$ cat config.mk
export PLATFORM = sky130hd
export DESIGN_NAME = sram_march_bist
export DESIGN_NICKNAME = d
export VERILOG_FILES = /design/src/rtl/sram_march_bist.sv
export SDC_FILE = /design/constraint.sdc
export NUM_CORES = 1
export LEC_CHECK = 0
export BUFFER_PORTS_ARGS = -buffer_cell sky130_fd_sc_hd__buf_4
export CAP_MARGIN = 20
export CORE_MARGIN = 2
export CORE_UTILIZATION = 30
export CTS_BUF_LIST = sky130_fd_sc_hd__clkbuf_8
export DETAILED_ROUTE_END_ITERATION = 10
export GPL_TIMING_DRIVEN = 0
export PLACE_DENSITY = 0.47
export RECOVER_POWER = 50
export SLEW_MARGIN = 40
export SYNTH_ARGS = -nofsm -noshare
export SYNTH_HDL_FRONTEND = slang
export SYNTH_SLANG_ARGS = --single-unit
export TNS_END_PERCENT = 10
$ cat constraint.sdc
create_clock -name clk_i -period 3.2 [get_ports clk_i]
set_clock_uncertainty 0.2 [all_clocks]
set_input_delay 0.32 -clock clk_i [delete_from_list [all_inputs] [get_ports clk_i]]
set_output_delay 0.32 -clock clk_i [all_outputs]
set_load 0.03 [all_outputs]
$ cat src/rtl/sram_march_bist.sv
// March C- SRAM BIST: 10N back-to-back ops, first op one cycle after the start edge; done_o 10N+READ_LAT+1 cycles after it.
// No backpressure: the engine runs free, and the SRAM port is owned for the whole test.
module sram_march_bist #(
  parameter int DATA_W   = 16,
  parameter int ADDR_W   = 12,
  parameter int READ_LAT = 1
) (
  input  logic              clk_i,
  input  logic              rst_ni,
  input  logic              start_i,
  input  logic              pattern_i,
  input  logic [DATA_W-1:0] sram_dout_i,
  output logic              bist_en_o,
  output logic              bist_men_o,
  output logic              bist_wen_o,
  output logic              bist_ren_o,
  output logic [ADDR_W-1:0] bist_addr_o,
  output logic [DATA_W-1:0] bist_din_o,
  output logic [DATA_W-1:0] bist_bm_o,
  output logic              busy_o,
  output logic              done_o,
  output logic              fail_o,
  output logic [ADDR_W-1:0] fail_addr_o,
  output logic [DATA_W-1:0] fail_data_o
);

  typedef enum logic [1:0] {IDLE, RUN, DRAIN, DONE} state_t;

  state_t            state_q, state_d;
  logic [2:0]        elem_q;
  logic              phase_q;
  logic [ADDR_W-1:0] addr_q;
  logic              ops_done_q;
  logic [1:0]        drain_q;
  logic              pat_q;

  logic              start_acc, op_vld, op_wr, op_inv, last_in_elem, addr_end, mismatch;
  logic [DATA_W-1:0] op_dat;

  logic [READ_LAT-1:0] pipe_vld;
  logic [DATA_W-1:0]   pipe_exp  [READ_LAT];
  logic [ADDR_W-1:0]   pipe_addr [READ_LAT];

  // Solid background is all zeros; checkerboard starts with bit 0 set on even addresses.
  function automatic logic [DATA_W-1:0] background(input logic pat, input logic odd);
    logic [DATA_W-1:0] v;
    for (int i = 0; i < DATA_W; i++) v[i] = pat & (odd ^ (i % 2 == 0));
    return v;
  endfunction

  always_comb begin
    state_d   = state_q;
    start_acc = 1'b0;
    op_vld    = 1'b0;
    case (state_q)
      IDLE, DONE: begin
        if (start_i) begin
          state_d   = RUN;
          start_acc = 1'b1;
        end
      end
      RUN: begin
        if (ops_done_q) state_d = DRAIN;
        else            op_vld  = 1'b1;
      end
      DRAIN:   if (drain_q == 2'(READ_LAT - 1)) state_d = DONE;
      default: state_d = IDLE;
    endcase
  end

  // Elements 0 and 5 are single-op; 1..4 are read-then-write with phase_q selecting the op.
  assign op_wr        = (elem_q == 3'd0) | ((elem_q != 3'd5) & phase_q);
  assign op_inv       = ((elem_q == 3'd1) | (elem_q == 3'd3)) ? phase_q :
                        ((elem_q == 3'd2) | (elem_q == 3'd4)) ? ~phase_q : 1'b0;
  assign last_in_elem = (elem_q == 3'd0) | (elem_q == 3'd5) | phase_q;
  assign addr_end     = (elem_q < 3'd3) ? (addr_q == '1) : (addr_q == '0);
  assign op_dat       = background(pat_q, addr_q[0]) ^ {DATA_W{op_inv}};
  assign mismatch     = pipe_vld[READ_LAT-1] && (sram_dout_i != pipe_exp[READ_LAT-1]);
  assign bist_en_o    = busy_o;

  always_ff @(posedge clk_i or negedge rst_ni) begin
    if (!rst_ni) state_q <= IDLE;
    else         state_q <= state_d;
  end

  always_ff @(posedge clk_i or negedge rst_ni) begin
    if (!rst_ni) begin
      elem_q     <= 3'd0;
      phase_q    <= 1'b0;
      addr_q     <= '0;
      ops_done_q <= 1'b0;
      pat_q      <= 1'b0;
      drain_q    <= 2'd0;
    end else begin
      drain_q <= (state_q == DRAIN) ? drain_q + 2'd1 : 2'd0;
      if (start_acc) begin
        elem_q     <= 3'd0;
        phase_q    <= 1'b0;
        addr_q     <= '0;
        ops_done_q <= 1'b0;
        pat_q      <= pattern_i;
      end else if (op_vld) begin
        if (!last_in_elem) begin
          phase_q <= 1'b1;
        end else begin
          phase_q <= 1'b0;
          if (addr_end) begin
            if (elem_q == 3'd5) begin
              ops_done_q <= 1'b1;
            end else begin
              elem_q <= elem_q + 3'd1;
              addr_q <= (elem_q < 3'd2) ? '0 : '1;
            end
          end else begin
            addr_q <= (elem_q < 3'd3) ? addr_q + ADDR_W'(1) : addr_q - ADDR_W'(1);
          end
        end
      end
    end
  end

  always_ff @(posedge clk_i or negedge rst_ni) begin
    if (!rst_ni) begin
      bist_men_o  <= 1'b0;
      bist_wen_o  <= 1'b0;
      bist_ren_o  <= 1'b0;
      bist_addr_o <= '0;
      bist_din_o  <= '0;
      bist_bm_o   <= '0;
      busy_o      <= 1'b0;
      done_o      <= 1'b0;
    end else begin
      bist_men_o  <= op_vld;
      bist_wen_o  <= op_vld & op_wr;
      bist_ren_o  <= op_vld & ~op_wr;
      bist_addr_o <= op_vld ? addr_q : '0;
      bist_din_o  <= (op_vld & op_wr) ? op_dat : '0;
      bist_bm_o   <= {DATA_W{state_d == RUN}};
      busy_o      <= (state_d == RUN) | (state_d == DRAIN);
      done_o      <= (state_d == DONE);
    end
  end

  // Expected word and address travel with each read until its data returns.
  always_ff @(posedge clk_i or negedge rst_ni) begin
    if (!rst_ni) begin
      pipe_vld <= '0;
      for (int k = 0; k < READ_LAT; k++) begin
        pipe_exp[k]  <= '0;
        pipe_addr[k] <= '0;
      end
    end else begin
      pipe_vld[0]  <= op_vld & ~op_wr;
      pipe_exp[0]  <= op_dat;
      pipe_addr[0] <= addr_q;
      for (int k = 1; k < READ_LAT; k++) begin
        pipe_vld[k]  <= pipe_vld[k-1];
        pipe_exp[k]  <= pipe_exp[k-1];
        pipe_addr[k] <= pipe_addr[k-1];
      end
    end
  end

  always_ff @(posedge clk_i or negedge rst_ni) begin
    if (!rst_ni) begin
      fail_o      <= 1'b0;
      fail_addr_o <= '0;
      fail_data_o <= '0;
    end else if (start_acc) begin
      fail_o      <= 1'b0;
      fail_addr_o <= '0;
      fail_data_o <= '0;
    end else if (mismatch) begin
      fail_o <= 1'b1;
      if (!fail_o) begin
        fail_addr_o <= pipe_addr[READ_LAT-1];
        fail_data_o <= sram_dout_i;
      end
    end
  end

endmodule

Yosys cells after proc, flatten, opt, wreduce, memory -nomap -nowiden
Cells that the tools add are included.
{"block": "totals", "ff_bits": 113, "input_bits": 20, "out_inout_bits": 79, "word_cells": 115}
{"block": "classes", "n_addsub": 4, "magnitude_cmp": 2, "eq_ne": 17, "muxes": 42, "bitwise_logic": 15, "reduce_logical": 15}
{"op": "$mux W12", "n": 11}
{"op": "$mux W16", "n": 4}
{"op": "$mux W1", "n": 17}
{"op": "$ne A16 B16 Y1", "n": 1}
{"op": "$xor A16 B16 Y16", "n": 1}
{"op": "$mux W3", "n": 5}
{"op": "$add A12 B1 Y12 const B", "n": 1}
{"op": "$eq A12 B12 Y1 const B", "n": 1}
{"op": "$logic_not A12 Y1", "n": 1}
{"op": "$sub A12 B1 Y12 const B", "n": 1}
{"op": "$reduce_bool A2 Y1", "n": 5}
{"op": "$eq A2 B2 Y1 const B", "n": 4}
{"op": "$mux W2", "n": 4}
{"op": "$reduce_and A4 Y1", "n": 2}
{"op": "$eq A3 B2 Y1 const B", "n": 2}
{"op": "$eq A3 B3 Y1 const B", "n": 2}
{"op": "$lt A3 B2 Y1 const B", "n": 2}
{"op": "$ne A3 B3 Y1 const B", "n": 2}
{"op": "$or A1 B1 Y1", "n": 6}
{"op": "$pmux W2 S3", "n": 1}
{"op": "$and A1 B1 Y1", "n": 5}
{"op": "$eq A2 B1 Y1 const B", "n": 2}
{"op": "$logic_not A2 Y1", "n": 2}
{"op": "$add A3 B1 Y3 const B", "n": 1}
{"op": "10 further kinds", "n": 12}

Longest topological paths before layout
Gate-level depths: netlist of run 1.
{"block": "logic_depth", "ltp_word": 7, "depth_mapped": 10, "mapped_depth_nobuf": 9}

Least setup slack after synthesis of run 1
Ideal clock, no wire load.
{"block": "synth_timing", "path_kind": "reg-to-reg", "from": "register elem_q[2]", "to": "register addr_q[11]", "setup_ns": 0.119, "t_arrival_ns": 2.164, "required_ns": 2.881, "setup_slack_ns": 0.717, "path_stages_with_launch": 10, "path_buffers": 1, "synth_period_minus_slack_ns": 2.483, "cell_sequence": "dfrtp_1 -> buf_6 -> a21o_4 -> ha_1 -> a21oi_1 -> o211ai_1 -> a311oi_1 -> xnor2_1 -> o21ai_0 -> o2bb2ai_2"}
{"block": "synth_via", "elab_chain_cells": 7, "elab_cells_between_ends": 17, "classes_between": "2 x order compare; 2 x eq/ne; 8 x mux; 2 x bitwise; 3 x reduce/logical"}
{"element": "from (decl)", "line": "30", "source": "logic [2:0] elem_q;"}
{"element": "from (signal assigned)", "line": "111", "source": "elem_q <= elem_q + 3'd1;"}
{"element": "$lt A3 B2 Y1", "line": "112", "source": "addr_q <= (elem_q < 3'd2) ? '0 : '1;"}
{"element": "$mux W12", "line": "112"}
{"element": "$mux W12", "line": "108", "source": "if (elem_q == 3'd5) begin"}
{"element": "$mux W12", "line": "107", "source": "if (addr_end) begin"}
{"element": "$mux W12", "line": "103", "source": "if (!last_in_elem) begin"}
{"element": "$mux W12", "line": "102", "source": "end else if (op_vld) begin"}
{"element": "$mux W12", "line": "96", "source": "if (start_acc) begin"}
{"element": "to (signal assigned)", "line": "112"}
{"element": "to (signal assigned)", "line": "115", "source": "addr_q <= (elem_q < 3'd3) ? addr_q + ADDR_W'(1) : addr_q - ADDR_W'(1);"}
{"element": "to (decl)", "line": "32", "source": "logic [ADDR_W-1:0] addr_q;"}
Parallel ways exist; a longest one is shown, timed or not. The select of a mux whose other input is x is not followed.
A chain may end at the register's enable or synchronous reset.

Final worst setup path of run 1
{"block": "layout_timing", "from": "register elem_q[1]", "to": "register addr_q[11]"}
The elaborated chain is that of the path after synthesis.

==> results by group, run 1 <==
Flow run
  • Max-cap viol count: 1

Synthesis
  • Register area share after synthesis: 0.529
  • Post-synth ARST share: 1.00
  • Synth top area share: 0.529
  • Syn_nets: 402
  • Synth warn: 0
  • Yosys top cell by area: dfrtp_1
  • Post-synth EDFFs: 0
  • Top FF cell, synth: dfrtp_1
  • Syn avg cell area: 11.1 um2
  • Top cells by area, synth: dfrtp_1, a22o_1, buf_4
  • Distinct cells, synth: 47
  • Mapped Area: 4020 um2
  • Flops & latches, synth: 85
  • Post-Synthesis Cells: 362

STA
  • Fmax: 343 MHz
  • Slew headroom: -0.394
  • Final setup TNS: 0 ns
  • Final setup fails: 0
  • Fin crit share: 0.910
  • Hold WS: 0.113 ns
  • Worst-margin pin slew: 2.09 ns
  • Hold Vio Cnt, Final: 0
  • Fin crit period: 2.91 ns
  • RSZ-0062 raised after global routing: no
  • Fin. max-slew vios: 86

Placement
  • Gp weighted congestion: 0.802
  • PortBufs: 98
  • DP HPWL: 6830 um

Clocking
  • Num CTS Buffers: 9
  • CTS clock-pin slew for the worst setup and hold paths: 0.09 ns
  • Clk Latency, worst-skew pair: 0.37 ns
  • Clock Sinks: 85
  • Clock Tree Buf Depth: 2
  • Post CTS Setup Buffer Count: 0
  • CTS tree: yes
  • CTS H-Tree Depth: 3
  • Root Buffer: clkbuf_8

Floorplanning
  • Die X: 120 um
  • Die ar.: 14300 um2
  • # rows: 42
  • Core Footprint: 13100 um2
  • IO Count: 99
  • Starting Density: 0.306
  • Die H: 120 um

GRT
  • GRT Total Usage: 0.141
  • Vias in the first global route: 2995
  • Overflow after GRT: 0
  • Initial antenna violation count: 0
  • First-pass GRT wire length: 15800 um
  • Largest net degree at the start of global routing: 86

Worst setup path
  • R2r setup slk: 0.29 ns
  • Setup Crit Path Kind: reg -> reg
  • Worst flop-to-flop path endpoint: addr_q[11]
  • WP data required: 3.27 ns
  • Arrival time at the worst endpoint: 2.98 ns
  • Worst Path Max Fanout: 13
  • Critical Path Start Type: register
  • Worst r2r src: elem_q[1]
  • Worst Setup End Kind: register
  • CP endpoint: addr_q[11]
  • Crit path from: elem_q[1]
  • R2R cell count: 8

Power
  • PD cells: 702 nW/um2
  • Static leakage: 0.00259 uW
  • Peak VDD IR: 0.404 mV

Detailed routing
  • Final ANT Viol Nets: 0
  • DRC: 0
  • Routed wire length: 9730 um
  • DR WL/cell: 14.5 um
  • Drt first pass iters: 4
  • Vias/cell: 4.50
  • Vias: 3018
  • Initial DRC Count: 208

Finish
  • Layout cells sized above 1: 0.271
  • Number of antenna diodes: 0
  • Layout net count: 529
  • Area delta synth->final: 31.5%

Worst hold path
  • Min-Delay Path Class: in -> reg
  • Worst Hold Depth: 3

Outcome
  • Status: complete, but fails checks
  • Failing checks: capacitance limit, slew limit
metal layers:
metal  wire, um  GRT usage
met5          0          0
met4        159     0.0463
met3        362     0.0352
met2       4490      0.214
met1       4720      0.197
cells in the mapped netlist (2+ instances only):
master,n
o21ai_0,16
nor2_1,14
nand2_1,25
a21boi_0,2
nand4_1,9
buf_2,2
nand3_1,6
nand2b_1,2
xor2_1,2
inv_1,15
a22o_1,28
ha_1,19
a21o_1,3
clkbuf_1,5
o211ai_1,3
and2_1,20
a31oi_1,5
o21a_1,6
nor3b_1,2
xnor2_1,9
dfrtp_1,85
buf_6,2
nor4_1,6
buf_4,32
a21oi_1,16
nor3_1,4
nor2b_1,4
how the worst min path moves through the flow:
stage	from	endpoint
after floorplan	rst_ni	addr_q[0]
after global placement	addr_q[0]	pipe_addr[0]
after detailed placement	addr_q[0]	pipe_addr[0]
after CTS	start_i	state_q[1]
after global routing	start_i	state_q[1]
final	start_i	state_q[1]
per-stage QoR:
| stage | setup slack (ns) | instances | power (uW) | util | area, um2 |
|---|---|---|---|---|---|
| 2_1_floorplan | 0.717 | 362 | 2340 | - | 4020 |
| 3_3_place_gp | 0.241 | 636 | 2880 | 0.379 | 4970 |
| 3_5_place_dp | 0.265 | 636 | 2890 | 0.379 | 4980 |
| 4_1_cts | 0.251 | 670 | 3800 | 0.410 | 5390 |
| 5_1_grt | 0.137 | 670 | 3930 | 0.402 | 5290 |
| 6_report | 0.288 | 670 | 3710 | 0.402 | 5290 |
worst max-delay path, cell delays in order, from the launching register on:
cell	delay [ns]
dfrtp_1	0.46
a21o_4	0.31
ha_1	0.35
a21oi_1	0.33
o211ai_1	0.20
a311oi_1	0.48
xnor2_1	0.21
o21ai_0	0.14
o2bb2ai_2	0.13
final cells by class:
cell class | count | area [um2]
Clock buffer | 9 | 124
Clock inverter | 7 | 103
Timing Repair Buffer | 116 | 820
Sequential cell | 85 | 2130
Tap cell | 176 | 220
Fill cell | 1307 | 7850
Inverter | 15 | 56.3
Buffer | 42 | 297
Multi-Input combinational cell | 220 | 1540
cells by family after synthesis:
| group | Yosys count | share of synthesized area |
|---|---|---|
| AND/OR/NAND/NOR | 96 | 0.126 |
| XOR/XNOR | 11 | 0.0240 |
| buffers and inverters | 57 | 0.0878 |
| flip-flops | 85 | 0.529 |
| adder cells (fa/ha/maj) | 20 | 0.0641 |
| AO/OA/AOI/OAI | 93 | 0.169 |
registers in the layout, indices dropped and copies added (netlist names):
| register | count |
|---|---|
| fail_data_o | 16 |
| addr_q | 12 |
| bist_addr_o | 12 |
| fail_addr_o | 12 |
| pipe_addr | 12 |
| elem_q | 3 |
| bist_din_o | 2 |
| drain_q | 2 |
| pipe_exp | 2 |
| state_q | 2 |
| bist_bm_o | 1 |
| bist_en_o | 1 |
| bist_men_o | 1 |
| bist_wen_o | 1 |
| done_o | 1 |
| fail_o | 1 |
| ops_done_q | 1 |
| pat_q | 1 |
| phase_q | 1 |
| pipe_vld | 1 |
power by group:
group | total (uW) | internal (uW) | switching [uW]
clock network | 880 | 449 | 431
registers | 1300 | 1180 | 115
logic | 1530 | 627 | 906
layout by cell type (no fill, tap or decap), drive strengths merged, types with 16 or more instances in the layout:
cell type and count:
ha 19, nand2 26, o21ai 16, inv 18, a21oi 17, buf 108
clkbuf 41, and2 20, dfrtp 85, a22o 28, dlygate4sd3 18
repair_timing:
action | CTS | global route
resized for setup | 0 | 0
endpoints found under the hold margin | 102 | 0
hold buffers | 18 | 0
Power figures use the tool's default switching activity.
==> inputs of run 2 (changes only) <==
- CORE_UTILIZATION: 30 -> 50
- CTS_BUF_LIST: sky130_fd_sc_hd__clkbuf_8 -> sky130_fd_sc_hd__clkbuf_4 sky130_fd_sc_hd__clkbuf_8
- PLACE_DENSITY: 0.47 -> 0.73
- TNS_END_PERCENT: 10 -> not set
==> results by group, run 2 (synthesized netlist as in run 1, its figures left out) <==
Outcome
  • Status: complete, but fails checks
  • Failing checks: capacitance limit, slew limit

Placement
  • DP HPWL: 6080 um
  • Gp weighted congestion: 0.868
  • Placed inst area: 4890 um2
  • PortBufs: 98

Detailed routing
  • Routed wire length: 8640 um
  • Vias/cell: 5.17
  • Initial DRC Count: 123
  • DR WL/cell: 14.6 um
  • Final ANT Viol Nets: 0
  • Drt first pass iters: 4
  • Vias: 3053
  • DRC: 0

Worst setup path
  • Worst Setup End Kind: register
  • Slowest CP cell: dfrtp_1
  • Critical path depth: 8
  • CP Buf/Inv Count: 0
  • CP Cell Sequence: a21o_4 > ha_1 > a21oi_1 > o211ai_1 > a311oi_1 > xnor2_1 > o21ai_0 > o2bb2ai_2
  • Worst r2r src: elem_q[1]
  • WP data required: 3.25 ns
  • Critical Path Start Type: register
  • Arrival time at the worst endpoint: 2.86 ns
  • Crit path from: elem_q[1]
  • R2R cell count: 8
  • Crit-path max cell delay: 0.46 ns
  • Cell family with most CP delay: compound AO/OA/AOI/OAI gates
  • Worst Path Max Fanout: 13
  • Setup Crit Path Kind: reg -> reg

GRT
  • Vias in the first global route: 2928
  • Largest net degree at the start of global routing: 86
  • Met3 global-route usage: 0.0393
  • Met1 usage: 0.290
  • Initial antenna violation count: 0
  • First-pass GRT wire length: 14400 um
  • Grt peak-use layer: met2
  • GRT Total Usage: 0.208
  • Overflow after GRT: 0
  • GR Util met2: 0.333

Finish
  • Fin area: 5110 um2
  • Storage element area: 2130 um2
  • Layout net count: 524
  • Max reg flops: 16
  • Number of antenna diodes: 0
  • Biggest register: fail_data_o
  • Layout cells sized above 1: 0.274
  • Most common cell after layout, fill and taps aside: buf_4
  • Area of the multi-input gates: 1540 um2
  • Area delta synth->final: 27.2%
  • Final Core Density: 0.658
  • Fillers: 626
  • Most frequent cells in the layout: buf_4, dfrtp_1, clkbuf_1, a22o_1, nand2_1

Worst hold path
  • Hold Crit Start: sram_dout_i[14]
  • Min-Delay Path Class: in -> reg
  • Worst Hold Depth: 2

Floorplanning
  • Die X: 93.7 um
  • Die ar.: 8770 um2
  • # rows: 32
  • Die H: 93.7 um
  • Core Footprint: 7770 um2
  • Starting Density: 0.517
  • IO Count: 99

Clocking
  • Clock Sinks: 85
  • Clock Tree Buf Depth: 2
  • Num CTS Buffers: 9
  • Clk Latency, worst-skew pair: 0.35 ns
  • Root Buffer: clkbuf_8
  • CTS tree: yes
  • CTS H-Tree Depth: 3
  • Post-cts sizing count: 0
  • CTS clock-pin slew for the worst setup and hold paths: 0.10 ns

STA
  • Fin. max-slew vios: 86
  • Hold Vio Cnt, Final: 0
  • Final setup TNS: 0 ns
  • RSZ-0062 raised after global routing: no
  • Final setup fails: 0
  • Fmax: 355 MHz
  • Slew headroom: -0.345
  • Hold WS: 0.0170 ns
  • Fin crit share: 0.880
  • Worst-margin pin slew: 2.02 ns
  • Fin crit period: 2.81 ns

Power
  • Static leakage: 0.00256 uW
  • PD cells: 695 nW/um2
  • Peak VDD IR: 0.946 mV

Flow run
  • Max-cap viol count: 1
==> run 2: cell types whose count changed in the layout (fill, tap and decap cells not counted), sizes merged <==
cell / change
dlygate4sd3: -5
bufinv: -2
inv: +2
clkinv: +1
clkinvlp: -1
==> run 2: where the power goes <==
| part | internal (uW) | leakage [uW] | switching (uW) |
|---|---|---|---|
| Clock | 307 | 0.0000999 | 429 |
| Combinational | 624 | 0.00129 | 890 |
| Sequential | 1180 | 0.00116 | 116 |
==> run 2: worst paths after layout <==
kind / end / slack [ns]
worst min-delay path: fail_data_o[14] / 0.02
worst min register to register: pipe_addr[0] / 0.18
max in group asynchronous: elem_q[0] / 0.73
worst max register to register: addr_q[11] / 0.39
min in group asynchronous: fail_data_o[14] / 0.86
worst max-delay path: addr_q[11] / 0.39
==> run 2: what timing repair did <==
action                                 in CTS  in global routing
setup buffers                               0                  0
hold buffers                               13                  0
endpoints found under the hold margin      97                  0
==> run 2: final cells by class <==
class / count / share of cell area
buffer: 42 / 0.0580
clock buffer: 9 / 0.0242
clock inverter: 7 / 0.0140
inverter: 15 / 0.0110
multi-input combinational: 220 / 0.301
sequential: 85 / 0.416
tap: 102 / 0.0250
timing repair buffer: 111 / 0.151
==> run 2: metrics by stage <==
stage               total power, uW  instances  worst slack [ns]
floorplan                      2340        362             0.717
global placement               2830        562             0.473
detailed placement             2860        562             0.412
CTS                            3620        591             0.419
global route                   3760        591             0.195
finish                         3550        591             0.385
==> run 2: routing by layer <==
layer	vias up	wire [um]	part of all wire
met2	89	4020	0.47
met4	0	97	0.011
met1	1462	4100	0.47
li1	1494	-	-
met3	8	424	0.049
met5	-	0	0
==> inputs of run 3 (changes only) <==
- ABC_CLOCK_PERIOD_IN_PS: not set -> 3200
- CORE_MARGIN: 2 -> 1.5
- CTS_BUF_LIST: sky130_fd_sc_hd__clkbuf_4 sky130_fd_sc_hd__clkbuf_8 -> not set
==> results by group, run 3 (synthesized netlist as in run 1, its figures left out) <==
STA
  • Fmax: 354 MHz
  • Worst-margin pin slew: 2.06 ns
  • Fin crit period: 2.83 ns
  • Fin. max-slew vios: 86
  • Setup ws final: 0.372 ns
  • RSZ-0062 raised after global routing: no
  • Final setup fails: 0
  • Final setup TNS: 0 ns
  • Fin crit share: 0.884
  • Hold Vio Cnt, Final: 0
  • Slew headroom: -0.373

Finish
  • Layout net count: 529
  • Most frequent cells in the layout: buf_4, dfrtp_1, clkbuf_1, a22o_1, nand2_1
  • Area of the multi-input gates: 1540 um2
  • Layout cells sized above 1: 0.271
  • Number of antenna diodes: 0
  • Biggest register: fail_data_o
  • Most common cell after layout, fill and taps aside: buf_4
  • Storage element area: 2130 um2
  • Area delta synth->final: 28.5%
  • Final Core Density: 0.665
  • Fillers: 626
  • Max reg flops: 16

GRT
  • Met3 global-route usage: 0.0501
  • GRT Total Usage: 0.215
  • GR Util met2: 0.329
  • Largest net degree at the start of global routing: 86
  • Overflow after GRT: 0
  • Vias in the first global route: 2904
  • First-pass GRT wire length: 14400 um
  • Initial antenna violation count: 0
  • Met1 usage: 0.303
  • Grt peak-use layer: met2

Floorplanning
  • IO Count: 99
  • Die X: 92.7 um
  • Core Footprint: 7770 um2
  • Die H: 92.7 um
  • Starting Density: 0.517
  • # rows: 32
  • Die ar.: 8580 um2

Clocking
  • CTS H-Tree Depth: 3
  • CTS tree: yes
  • Clock Tree Buf Depth: 2
  • Post CTS Setup Buffer Count: 0
  • Post-cts sizing count: 0
  • Num CTS Buffers: 9
  • CTS clock-pin slew for the worst setup and hold paths: 0.10 ns
  • Clock Sinks: 85
  • Root Buffer: clkbuf_8
  • Post-CTS Hold Buffers: 17
  • Clk Latency, worst-skew pair: 0.37 ns

Detailed routing
  • DR WL/cell: 14.8 um
  • Initial DRC Count: 151
  • Final ANT Viol Nets: 0
  • Routed wire length: 8820 um
  • Vias: 3112
  • Drt first pass iters: 4
  • DRC: 0
  • Vias/cell: 5.22

Power
  • Static leakage: 0.00258 uW
  • Peak VDD IR: 0.849 mV
  • PD cells: 693 nW/um2

Worst setup path
  • Worst r2r src: elem_q[1]
  • CP Cell Sequence: a21o_4 > ha_1 > a21oi_1 > o211ai_1 > a311oi_1 > xnor2_1 > o21ai_0 > o2bb2ai_2
  • Arrival time at the worst endpoint: 2.90 ns
  • Cell family with most CP delay: compound AO/OA/AOI/OAI gates
  • Setup Crit Path Kind: reg -> reg
  • Worst flop-to-flop path endpoint: addr_q[11]
  • Crit-path max cell delay: 0.46 ns
  • R2r setup slk: 0.37 ns
  • R2R cell count: 8
  • WP data required: 3.27 ns
  • Worst Setup End Kind: register
  • CP Buf/Inv Count: 0
  • Slowest CP cell: dfrtp_1
  • Critical Path Start Type: register
  • Worst Path Max Fanout: 13

Worst hold path
  • Hold Path End: state_q[1]
  • Hold Crit Start: start_i
  • Worst Hold Depth: 3
  • Min-Delay Path Class: in -> reg

Flow run
  • Max-cap viol count: 1

Placement
  • Gp weighted congestion: 0.882
  • PortBufs: 98
  • Post-place setup slack: 0.388 ns
  • DP HPWL: 5980 um

Outcome
  • Status: complete, but fails checks
  • Failing checks: capacitance limit, slew limit
run 3: stage by stage:
| stage | hold slack [ns] | cell area [um2] | power (uW) | instances |
|---|---|---|---|---|
| 3_5_place_dp | 0.174 | 4890 | 2860 | 562 |
| 4_1_cts | 0.00908 | 5260 | 3640 | 595 |
| 5_1_grt | 0.116 | 5170 | 3790 | 596 |
| 3_3_place_gp | 0.156 | 4880 | 2830 | 562 |
| 2_1_floorplan | -0.176 | 4020 | 2340 | 362 |
| 6_report | 0.108 | 5170 | 3580 | 596 |
run 3: metal layers:
| layer | routed length, um | vias to the layer above |
|---|---|---|
| met5 | 0 | - |
| met4 | 125 | 0 |
| met3 | 528 | 11 |
| met2 | 4050 | 104 |
| met1 | 4120 | 1479 |
| li1 | - | 1518 |
run 3: how the worst max path moves through the flow:
| stage | start | to | slack (ns) | cells after the start |
|---|---|---|---|---|
| after detailed placement | elem_q[1] | addr_q[11] | 0.39 | 8 |
| after global placement | elem_q[1] | addr_q[11] | 0.47 | 8 |
| final | elem_q[1] | addr_q[11] | 0.37 | 8 |
| after floorplan | elem_q[2] | addr_q[11] | 0.72 | 9 |
| after global routing | elem_q[0] | addr_q[11] | 0.17 | 8 |
| after CTS | elem_q[1] | addr_q[11] | 0.39 | 8 |
run 3: power by group:
| group | total (uW) | internal, uW | switching [uW] |
|---|---|---|---|
| clock | 761 | 310 | 450 |
| combinational | 1520 | 629 | 892 |
| sequential | 1300 | 1180 | 116 |
| total | 3580 | 2120 | 1460 |
run 3: tightest hold or removal path, delay by kind of cell:
kind / cells / cell delay, ns
buffers and inverters: 1 / 0.10
AO/OA/AOI/OAI: 2 / 0.20
run 3: area by class of cell:
type / instances / area share
clock buffer: 9 / 0.0240
sequential: 85 / 0.412
clock inverter: 7 / 0.0148
multi-input combinational: 220 / 0.298
tap: 102 / 0.0247
inverter: 15 / 0.0109
timing repair buffer: 116 / 0.159
buffer: 42 / 0.0574
